### config.mk
export PLATFORM = sky130hd
export DESIGN_NAME = branch_resolve_pipe
export DESIGN_NICKNAME = d
export VERILOG_FILES = /design/src/rtl/branch_resolve_pipe_pkg.sv /design/src/rtl/branch_cmp_core.sv /design/src/rtl/branch_resolve_pipe.sv
export SDC_FILE = /design/constraint.sdc
export NUM_CORES = 1
export LEC_CHECK = 0
export CAP_MARGIN = 20
export CORE_MARGIN = 1
export CORE_UTILIZATION = 65
export CTS_CLUSTER_DIAMETER = 40
export DETAILED_ROUTE_END_ITERATION = 8
export DONT_BUFFER_PORTS = 1
export GPL_TIMING_DRIVEN = 0
export PLACE_DENSITY_LB_ADDON = 0.12
export SYNTH_ARGS = -nofsm -noshare
export SYNTH_HDL_FRONTEND = slang
export SYNTH_SLANG_ARGS = --single-unit
### constraint.sdc
create_clock -name clk -period 3.8 [get_ports clk]
set_input_delay 0.19 -clock clk [delete_from_list [all_inputs] [get_ports clk]]
set_output_delay 0.19 -clock clk [all_outputs]
set_load 0.01 [all_outputs]
### src/rtl/branch_resolve_pipe_pkg.sv
// Shared encodings for the branch resolution pipeline: compare codes, branch op codes,
// the stage-1 payload layout and the branch-condition decode.
package branch_resolve_pipe_pkg;

    localparam logic [1:0] CMP_EQ = 2'd0;
    localparam logic [1:0] CMP_LT = 2'd1;
    localparam logic [1:0] CMP_GT = 2'd2;

    typedef enum logic [2:0] {
        BR_BEQ  = 3'd0,
        BR_BNE  = 3'd1,
        BR_BLT  = 3'd2,
        BR_BGE  = 3'd3,
        BR_BLTU = 3'd4,
        BR_BGEU = 3'd5,
        BR_JMP  = 3'd6,
        BR_NONE = 3'd7
    } br_op_e;

    typedef struct packed {
        logic [1:0]  cmp_s;
        logic [1:0]  cmp_u;
        logic [2:0]  op;
        logic [31:0] target;
        logic        pred;
    } stage1_t;

    function automatic logic cond_taken(input logic [2:0] op, input logic [1:0] cs,
                                        input logic [1:0] cu);
        logic t;
        t = 1'b0;
        case (op)
            BR_BEQ:  t = (cs == CMP_EQ);
            BR_BNE:  t = (cs != CMP_EQ);
            BR_BLT:  t = (cs == CMP_LT);
            BR_BGE:  t = (cs != CMP_LT);
            BR_BLTU: t = (cu == CMP_LT);
            BR_BGEU: t = (cu != CMP_LT);
            BR_JMP:  t = 1'b1;
            default: t = 1'b0;
        endcase
        return t;
    endfunction

endpackage

### src/rtl/branch_cmp_core.sv
// Combinational WIDTH-bit comparator producing signed and unsigned EQ/LT/GT codes.
module branch_cmp_core
    import branch_resolve_pipe_pkg::*;
#(
    parameter int WIDTH = 32
) (
    input  logic [WIDTH-1:0] a,
    input  logic [WIDTH-1:0] b,
    output logic [1:0]       cmp_s,
    output logic [1:0]       cmp_u
);

    logic signed [WIDTH:0] diff_s;
    logic        [WIDTH:0] diff_u;
    logic                  eq, lt_s, lt_u;

    // One extra bit keeps the subtraction exact: the sign (signed) or borrow (unsigned).
    assign diff_s = $signed({a[WIDTH-1], a}) - $signed({b[WIDTH-1], b});
    assign diff_u = {1'b0, a} - {1'b0, b};

    assign eq   = (diff_u == '0);
    assign lt_s = (diff_s < 0);
    assign lt_u = diff_u[WIDTH];

    assign cmp_s = eq ? CMP_EQ : (lt_s ? CMP_LT : CMP_GT);
    assign cmp_u = eq ? CMP_EQ : (lt_u ? CMP_LT : CMP_GT);

endmodule

### src/rtl/branch_resolve_pipe.sv
// Pipelined branch resolution: compare, condition decode, target add, mispredict flag,
// valid/ready handshake with flush, and saturating retirement counters.
module branch_resolve_pipe
    import branch_resolve_pipe_pkg::*;
#(
    parameter int WIDTH = 32,
    parameter int PIPE  = 2,
    parameter int CNT_W = 16
) (
    input  logic             clk,
    input  logic             rst,
    input  logic             flush,
    input  logic             in_valid,
    output logic             in_ready,
    input  logic [2:0]       op,
    input  logic [WIDTH-1:0] a,
    input  logic [WIDTH-1:0] b,
    input  logic [31:0]      pc,
    input  logic [31:0]      imm,
    input  logic             pred_taken,
    output logic             out_valid,
    input  logic             out_ready,
    output logic [1:0]       cmp_s,
    output logic [1:0]       cmp_u,
    output logic             taken,
    output logic [31:0]      target,
    output logic             mispredict,
    output logic [CNT_W-1:0] br_count,
    output logic [CNT_W-1:0] mis_count
);

    function automatic logic [CNT_W-1:0] sat_inc(input logic [CNT_W-1:0] c);
        return (&c) ? c : c + CNT_W'(1);
    endfunction

    logic [1:0]  cmp_s_c, cmp_u_c;
    logic [31:0] target_c;
    logic        adv_p1;

    branch_cmp_core #(.WIDTH(WIDTH)) u_cmp (
        .a     (a),
        .b     (b),
        .cmp_s (cmp_s_c),
        .cmp_u (cmp_u_c)
    );

    assign target_c = pc + imm;
    assign in_ready = adv_p1;

    generate
        if (PIPE == 1) begin : g_pipe1
            logic        vld_p1, taken_p1, mis_p1, taken_c;
            logic [1:0]  cmp_s_p1, cmp_u_p1;
            logic [31:0] target_p1;

            assign taken_c = cond_taken(op, cmp_s_c, cmp_u_c);
            assign adv_p1  = !vld_p1 || out_ready;

            // ---- stage 1: compare, decode and target all land here ----
            always_ff @(posedge clk) begin
                if (rst) begin
                    vld_p1    <= 1'b0;
                    cmp_s_p1  <= CMP_EQ;
                    cmp_u_p1  <= CMP_EQ;
                    target_p1 <= '0;
                    taken_p1  <= 1'b0;
                    mis_p1    <= 1'b0;
                end else begin
                    if (flush)       vld_p1 <= 1'b0;
                    else if (adv_p1) vld_p1 <= in_valid;
                    if (!flush && adv_p1 && in_valid) begin
                        cmp_s_p1  <= cmp_s_c;
                        cmp_u_p1  <= cmp_u_c;
                        target_p1 <= target_c;
                        taken_p1  <= taken_c;
                        mis_p1    <= taken_c ^ pred_taken;
                    end
                end
            end

            assign out_valid  = vld_p1;
            assign cmp_s      = cmp_s_p1;
            assign cmp_u      = cmp_u_p1;
            assign target     = target_p1;
            assign taken      = taken_p1;
            assign mispredict = mis_p1 && vld_p1;
        end else begin : g_pipe2
            stage1_t     s_p1;
            logic        vld_p1, vld_p2, adv_p2, taken_p2, mis_p2, taken_c1;
            logic [1:0]  cmp_s_p2, cmp_u_p2;
            logic [31:0] target_p2;

            assign adv_p2   = !vld_p2 || out_ready;
            assign adv_p1   = !vld_p1 || adv_p2;
            assign taken_c1 = cond_taken(s_p1.op, s_p1.cmp_s, s_p1.cmp_u);

            // ---- stage 1: compare codes, op, target, prediction ----
            always_ff @(posedge clk) begin
                if (rst) begin
                    vld_p1 <= 1'b0;
                end else if (flush) begin
                    vld_p1 <= 1'b0;
                end else if (adv_p1) begin
                    vld_p1 <= in_valid;
                end
            end

            always_ff @(posedge clk) begin
                if (!rst && !flush && adv_p1 && in_valid) begin
                    s_p1 <= '{cmp_s: cmp_s_c, cmp_u: cmp_u_c, op: op,
                              target: target_c, pred: pred_taken};
                end
            end

            // ---- stage 2: resolved direction and mispredict ----
            always_ff @(posedge clk) begin
                if (rst) begin
                    vld_p2    <= 1'b0;
                    cmp_s_p2  <= CMP_EQ;
                    cmp_u_p2  <= CMP_EQ;
                    target_p2 <= '0;
                    taken_p2  <= 1'b0;
                    mis_p2    <= 1'b0;
                end else begin
                    if (flush)       vld_p2 <= 1'b0;
                    else if (adv_p2) vld_p2 <= vld_p1;
                    if (!flush && adv_p2 && vld_p1) begin
                        cmp_s_p2  <= s_p1.cmp_s;
                        cmp_u_p2  <= s_p1.cmp_u;
                        target_p2 <= s_p1.target;
                        taken_p2  <= taken_c1;
                        mis_p2    <= taken_c1 ^ s_p1.pred;
                    end
                end
            end

            assign out_valid  = vld_p2;
            assign cmp_s      = cmp_s_p2;
            assign cmp_u      = cmp_u_p2;
            assign target     = target_p2;
            assign taken      = taken_p2;
            assign mispredict = mis_p2 && vld_p2;
        end
    endgenerate

    // A retiring entry still counts when a flush lands in the same cycle.
    always_ff @(posedge clk) begin
        if (rst) begin
            br_count  <= '0;
            mis_count <= '0;
        end else if (out_valid && out_ready) begin
            br_count <= sat_inc(br_count);
            if (mispredict) mis_count <= sat_inc(mis_count);
        end
    end

endmodule
---- After elaboration in Yosys (flattened, before gate mapping) ----
Cells that the tools add are included.
word-level totals
  bits in registers ....................... 112
  input port bits ......................... 137
  output and inout bits ................... 72
  logic and storage cells ................. 58
cells by class
  $add $sub $neg .......................... 5
  order comparisons ....................... 1
  eq/ne operators ......................... 10
  muxes and demuxes ....................... 3
  bitwise gates (word level) .............. 3
  reductions and logical operators ........ 22
operator list
  kind                     count
  $sub A32 B32 Y33         2
  $logic_not A33 Y1        1
  $lt A33 B1 Y1 const B    1
  $add A16 B1 Y16 const B  2
  $add A32 B32 Y32         1
  $reduce_and A16 Y1       2
  $eq A3 B3 Y1 const B     3
  $logic_and A1 B1 Y1      7
  $pmux W1 S7              1
  $eq A3 B2 Y1 const B     2
  $eq A2 B1 Y1 const B     2
  $logic_not A1 Y1         4
  $mux W2                  2
  $ne A2 B1 Y1 const B     2
  $eq A3 B1 Y1 const B     1
  $logic_not A3 Y1         1
  $reduce_and A3 Y1        1
  $logic_not A2 Y1         1
  $logic_or A1 B1 Y1       2
  $not A1 Y1               2
  $reduce_and A2 Y1        1
  $reduce_bool A2 Y1       1
  $reduce_or A2 Y1         1
  $xor A1 B1 Y1            1

---- Depth between registers and ports, before layout ----
  depth in word-level cells ............... 5
  mapped depth ............................ 13
  mapped depth without buffers ............ 13

---- Cells and area by module ----
Synthesis repeated with hierarchy kept, for this count alone.
second synthesis, totals
  cell total of the unflattened synthesis .. 1008
  area total of the unflattened synthesis .. 8179.1 µm²
modules (own cells, without submodules)
  module               instances  cells an instance  area each (µm²)  seq. area each (µm²)
  branch_resolve_pipe  1          669                5915.7           2642.5
  branch_cmp_core      1          339                2263.4           0.0

---- Least setup slack after synthesis ----
No wires, ideal clock.
  path type ............................... input port to flip-flop
  from .................................... input a[0]
  to ...................................... register g_pipe2.s_p1[38] in the netlist's numbering, data pin
  library setup time ...................... 0.266 ns
  arrival time ............................ 2.892 ns
  required time ........................... 3.534 ns
  slack ................................... 0.642 ns
  stages on the path ...................... 13
  path through ............................ inv_1 ha_1 fa_1 nand2b_1 a21oi_1 o22ai_2 o221ai_2 a31o_1 and3_1 o21ai_0 or4_1 nor4_2 nor2b_1
between the ends
  word-level cells in the longest chain between the ends .. 3
  elaborated cells between the ends (all ways) .. 5
RTL lines
  item                  line                        RTL
  start, declared       branch_resolve_pipe.sv:16   input logic [WIDTH-1:0] a,
  $sub A32 B32 Y33      branch_cmp_core.sv:18       assign diff_s = $signed({a[WIDTH-1], a}) - $signed({b[WIDTH-1], b});
  $lt A33 B1 Y1         branch_cmp_core.sv:22       assign lt_s = (diff_s < 0);
  $mux W2               branch_cmp_core.sv:25       assign cmp_s = eq ? CMP_EQ : (lt_s ? CMP_LT : CMP_GT);
  end signal, assigned  branch_resolve_pipe.sv:110  s_p1 <= '{cmp_s: cmp_s_c, cmp_u: cmp_u_c, op: op,
  end, declared         branch_resolve_pipe.sv:88   stage1_t s_p1;
Several ways; a longest one is shown, not always the timed one.
A chain may end at the register's enable or synchronous reset.

---- Worst setup path after layout ----
Ends and elaborated chain as after synthesis.

==> run summary <==
The run finished, with violations left. The checks that failed: design-rule violations. The total global routing track utilization was 0.3060; the wire length on met2 was 8.902 mm. The tools report the total power after layout as 0.002941 W. The clock tree buffer depth is 2. Setup violations remaining at the end of the flow were counted as 0. For the required time of the critical path, the log shows 3.90 ns. The die width was 111.0 um. For the arrival time of the worst setup path, the log shows 3.56 ns. Routability-driven placement finished with a final weighted congestion of 0.9567. The first detailed-routing pass took 7 iterations. Yosys mapped the design onto 68 distinct sky130hd cell types.

In the routed layout, each cell is associated on average with a via count of 6.283. The switching share of power was 0.3001; the number of DRC markers after the initial detailed-route iteration was 487. The final worst clock skew was 0.006520 ns; the share of flip-flops with an asynchronous set or reset after synthesis was 0.

The remaining antenna violation count after routing is 0, and the count of final max-slew check failures is 0. Setup repair after global routing left no endpoint under its margin. Buffers inserted during clock tree synthesis total 9. For the pin with the worst max-slew slack, the measured transition is 0.9054 ns. For the worst slew margin relative to its limit, the log shows 0.3964.

The tools report the root buffer selected by CTS as sky130_fd_sc_hd__clkbuf_16. The tools report the synthesized netlist net count as 1144. The critical path class was in2reg. Entering global routing, the biggest net connects 41 pins. The minimum clock period after layout is 3.463 ns, and the portion of the clock cycle consumed by the worst path in the final layout is 0.9112. The worst setup path is launched from a primary input.

The starting density of the core was 0.6700; the internal power consumption was 0.002059 W. The tools report the worst setup timing slack at the placement stage as 0.02557 ns. The later pin in the worst-skew pair is clocked with a latency of 0.35 ns. The share of the yosys chip area belonging to registers is 0.3425, and the final hold violation count is 0. The logs give 6936 for the total via count after detailed routing and 0.007716 mm^2 for the synthesized area.

Full die area: 0.01231 mm^2. For the total length of routed met3 wires, the log shows 1.523 mm. After clock tree synthesis, the clock-pin slew on the worst setup and hold paths is 0.07 ns. The combinational cell fraction of total power came out at 0.252. For the routed wire length, the log shows 19.07 mm. From synthesis to final layout, the design area changed by 6.551%.

The tools report the sum of overflow across all layers after global routing as 0. Buffers placed on the I/O ports in this run total 0. Clock tree synthesis found a total of 112 sinks. The floorplan step set the die height to 111.0 um.

The number of rows created at floorplan was 39. For the worst path setup slack after routing, the log shows 0.3374 ns. Yosys printed 0 warnings.

The fraction of final layout cells with drive strength greater than 1 is 0.03954, and the static leakage power is 3.184 nW. Power spread over the standard cell area amounts to 357.8 mW/mm^2. Once detailed placement completed, the half-perimeter wirelength came to 15.14 mm. The run gives 1160 as the final net count. The sequential share of power was 0.449; the instance count of the mapped netlist was 940.

The total negative slack is 0 ns. The tools report the number of top-level pins as 209. In this run the mean area of a mapped cell was 8.209 um^2. Max-cap violations in this run came to 0. The tightest min-delay check is of the in2reg type. Critical path capture point type: a flop. Counting flops and latches in the post-synthesis netlist gives 112. TritonCTS built the clock tree. For this run, design rule violations remaining after detail routing come to 26. The repair_antennas step left the layout with diodes totalling 0. The wire length of the first global-routing pass is 30.45 mm. Once the clock tree was built, the setup fixing pass inserted 0 buffers. The number of global-route vias before repair came out at 6494. Of all nets on the critical path, the largest fanout is 5. The most used flip-flop cell after synthesis is sky130_fd_sc_hd__dfxtp_1. The synthesized design contains 40 enable-type register cells.

The run gives 0 as the initial antenna violation count. In this run the standard cell core region covers 0.01152 mm^2. The per-cell routed wire length is 17.27 um, and the length of routed wiring on met1 is 8.182 mm. Part of the power in the clock network: 0.299.

The logs give 288.8 MHz for the maximum clock frequency and 0.0008827 W for the net switching component of the power. The count of H-tree levels built during CTS was 3. The detailed router used layers up to and including met4. The hold slack is 0.03035 ns, and the peak ir drop on the vdd network is 0.2577 mV.
-- layout make-up --
| type | instances | area, um^2 |
|---|---|---|
| tap | 143 | 178.9 |
| inverter | 55 | 206.4 |
| sequential | 112 | 2643 |
| timing repair buffer | 5 | 50.05 |
| buffer | 35 | 142.6 |
| clock inverter | 5 | 32.53 |
| fill | 922 | 3294 |
| multi-input combinational | 738 | 4726 |
| clock buffer | 11 | 242.7 |
-- critical path, cell delays in order --
cell	delay (ns)
sky130_fd_sc_hd__inv_1	0.05
sky130_fd_sc_hd__ha_1	0.22
sky130_fd_sc_hd__fa_1	0.40
sky130_fd_sc_hd__nand2b_1	0.18
sky130_fd_sc_hd__a21oi_1	0.42
sky130_fd_sc_hd__o31ai_1	0.19
sky130_fd_sc_hd__a21oi_1	0.43
sky130_fd_sc_hd__o21ai_0	0.21
sky130_fd_sc_hd__xor2_1	0.15
sky130_fd_sc_hd__o21ai_0	0.13
sky130_fd_sc_hd__or4_1	0.51
sky130_fd_sc_hd__nor4_2	0.35
sky130_fd_sc_hd__nor2b_1	0.10
-- placed cells by master (no fill, tap or decap), types with 4 or more instances in the layout --
cell type	count
sky130_fd_sc_hd__nor3_1	17
sky130_fd_sc_hd__a21o_1	19
sky130_fd_sc_hd__a211oi_1	5
sky130_fd_sc_hd__o211ai_1	8
sky130_fd_sc_hd__clkbuf_1	28
sky130_fd_sc_hd__o21bai_1	11
sky130_fd_sc_hd__nor2b_1	8
sky130_fd_sc_hd__a31oi_1	7
sky130_fd_sc_hd__and2_1	4
sky130_fd_sc_hd__o21ai_0	36
sky130_fd_sc_hd__xnor2_1	37
sky130_fd_sc_hd__mux2i_1	4
sky130_fd_sc_hd__o21a_1	11
sky130_fd_sc_hd__and3_1	5
sky130_fd_sc_hd__inv_1	55
sky130_fd_sc_hd__nand3_1	32
sky130_fd_sc_hd__edfxtp_1	40
sky130_fd_sc_hd__ha_1	65
sky130_fd_sc_hd__nand2_1	126
sky130_fd_sc_hd__o31a_1	4
sky130_fd_sc_hd__nand2b_1	11
sky130_fd_sc_hd__xor2_1	32
sky130_fd_sc_hd__and4_1	4
sky130_fd_sc_hd__buf_2	6
sky130_fd_sc_hd__nand4_1	18
sky130_fd_sc_hd__clkbuf_16	9
sky130_fd_sc_hd__dlygate4sd3_1	5
sky130_fd_sc_hd__dfxtp_1	72
sky130_fd_sc_hd__or3_1	12
sky130_fd_sc_hd__o221ai_1	4
sky130_fd_sc_hd__nor2_1	83
sky130_fd_sc_hd__a21oi_1	109
-- what timing repair did --
item                                    in CTS  in global routing
hold buffers                                 5                  0
resized for setup                            0                  0
endpoints found under the setup margin       0                  0
hold endpoints to repair                     6                  0
-- synth_stat cells (5+ instances only) --
cell type / instances / area [um^2]
sky130_fd_sc_hd__and3_1: 6 / 37.54
sky130_fd_sc_hd__xnor2_1: 37 / 324.1
sky130_fd_sc_hd__edfxtp_1: 40 / 1201
sky130_fd_sc_hd__o21ai_0: 36 / 180.2
sky130_fd_sc_hd__a211oi_1: 5 / 37.54
sky130_fd_sc_hd__nand2b_1: 11 / 68.82
sky130_fd_sc_hd__nand4_1: 18 / 112.6
sky130_fd_sc_hd__or3_1: 12 / 75.07
sky130_fd_sc_hd__nand2_1: 126 / 473.0
sky130_fd_sc_hd__a31oi_1: 7 / 43.79
sky130_fd_sc_hd__o21a_1: 11 / 82.58
sky130_fd_sc_hd__dfxtp_1: 72 / 1441
sky130_fd_sc_hd__o211ai_1: 8 / 60.06
sky130_fd_sc_hd__nor2_1: 83 / 311.6
sky130_fd_sc_hd__clkbuf_1: 27 / 101.4
sky130_fd_sc_hd__inv_1: 55 / 206.5
sky130_fd_sc_hd__a21oi_1: 109 / 545.5
sky130_fd_sc_hd__nor3_1: 17 / 85.08
sky130_fd_sc_hd__nor2b_1: 8 / 50.05
sky130_fd_sc_hd__nand3_1: 32 / 160.2
sky130_fd_sc_hd__a21o_1: 19 / 142.6
sky130_fd_sc_hd__o21bai_1: 11 / 82.58
sky130_fd_sc_hd__ha_1: 65 / 813.3
sky130_fd_sc_hd__buf_2: 6 / 30.03
sky130_fd_sc_hd__xor2_1: 32 / 280.3
-- worst paths after layout --
kind | from | end | slack (ns) | cells after the start
worst max-delay path | a[0] | g_pipe2.s_p1[38] | 0.34 | 13
worst min-delay path | in_valid | g_pipe2.vld_p1 | 0.03 | 2
worst max register to register | mis_count[6] | mis_count[7] | 1.20 | 10
worst min register to register | g_pipe2.s_p1[6] | target[5] | 0.49 | 2
-- cells by family after synthesis --
logic type               share of synthesized area
multiplexers                              0.005189
flip-flops                                  0.3425
buffers and inverters                      0.04524
AND/OR/NAND/NOR                             0.2050
adder cells (fa/ha/maj)                     0.1106
XOR/XNOR                                   0.07832
AO/OA/AOI/OAI                               0.2132
-- sequential cells by signal, indices dropped and copies added, names as in the netlist --
name	flops
target	32
g_pipe2.s_p1	40
cmp_u	2
br_count	16
taken	1
cmp_s	2
out_valid	1
g_pipe2.vld_p1	1
mis_count	16
g_pipe2.mis_p2	1
-- metrics by stage --
stage          instances    util  area [um^2]
2_1_floorplan        940       -         7716
3_3_place_gp        1083  0.6856         7895
3_5_place_dp        1083  0.6857         7896
4_1_cts             1104  0.7139         8222
5_1_grt             1104  0.7139         8222
6_report            1104  0.7139         8222
-- power groups by stage --
stage,registers (W),logic (W),clock network [W]
after floorplan,0.00134,0.000571,0
after global placement,0.00135,0.000698,0
after detailed placement,0.00135,0.000716,0
after CTS,0.00132,0.000727,0.000893
after global routing,0.00133,0.000818,0.000929
final,0.00132,0.000740,0.000880
-- layer usage --
layer | up-vias | GRT usage
li1 | 3389 | -
met1 | 3255 | 0.3759
met2 | 257 | 0.5157
met3 | 35 | 0.08201
met4 | 0 | 0.1096
met5 | - | 0
No activity file was read; power rests on OpenSTA's default activity.
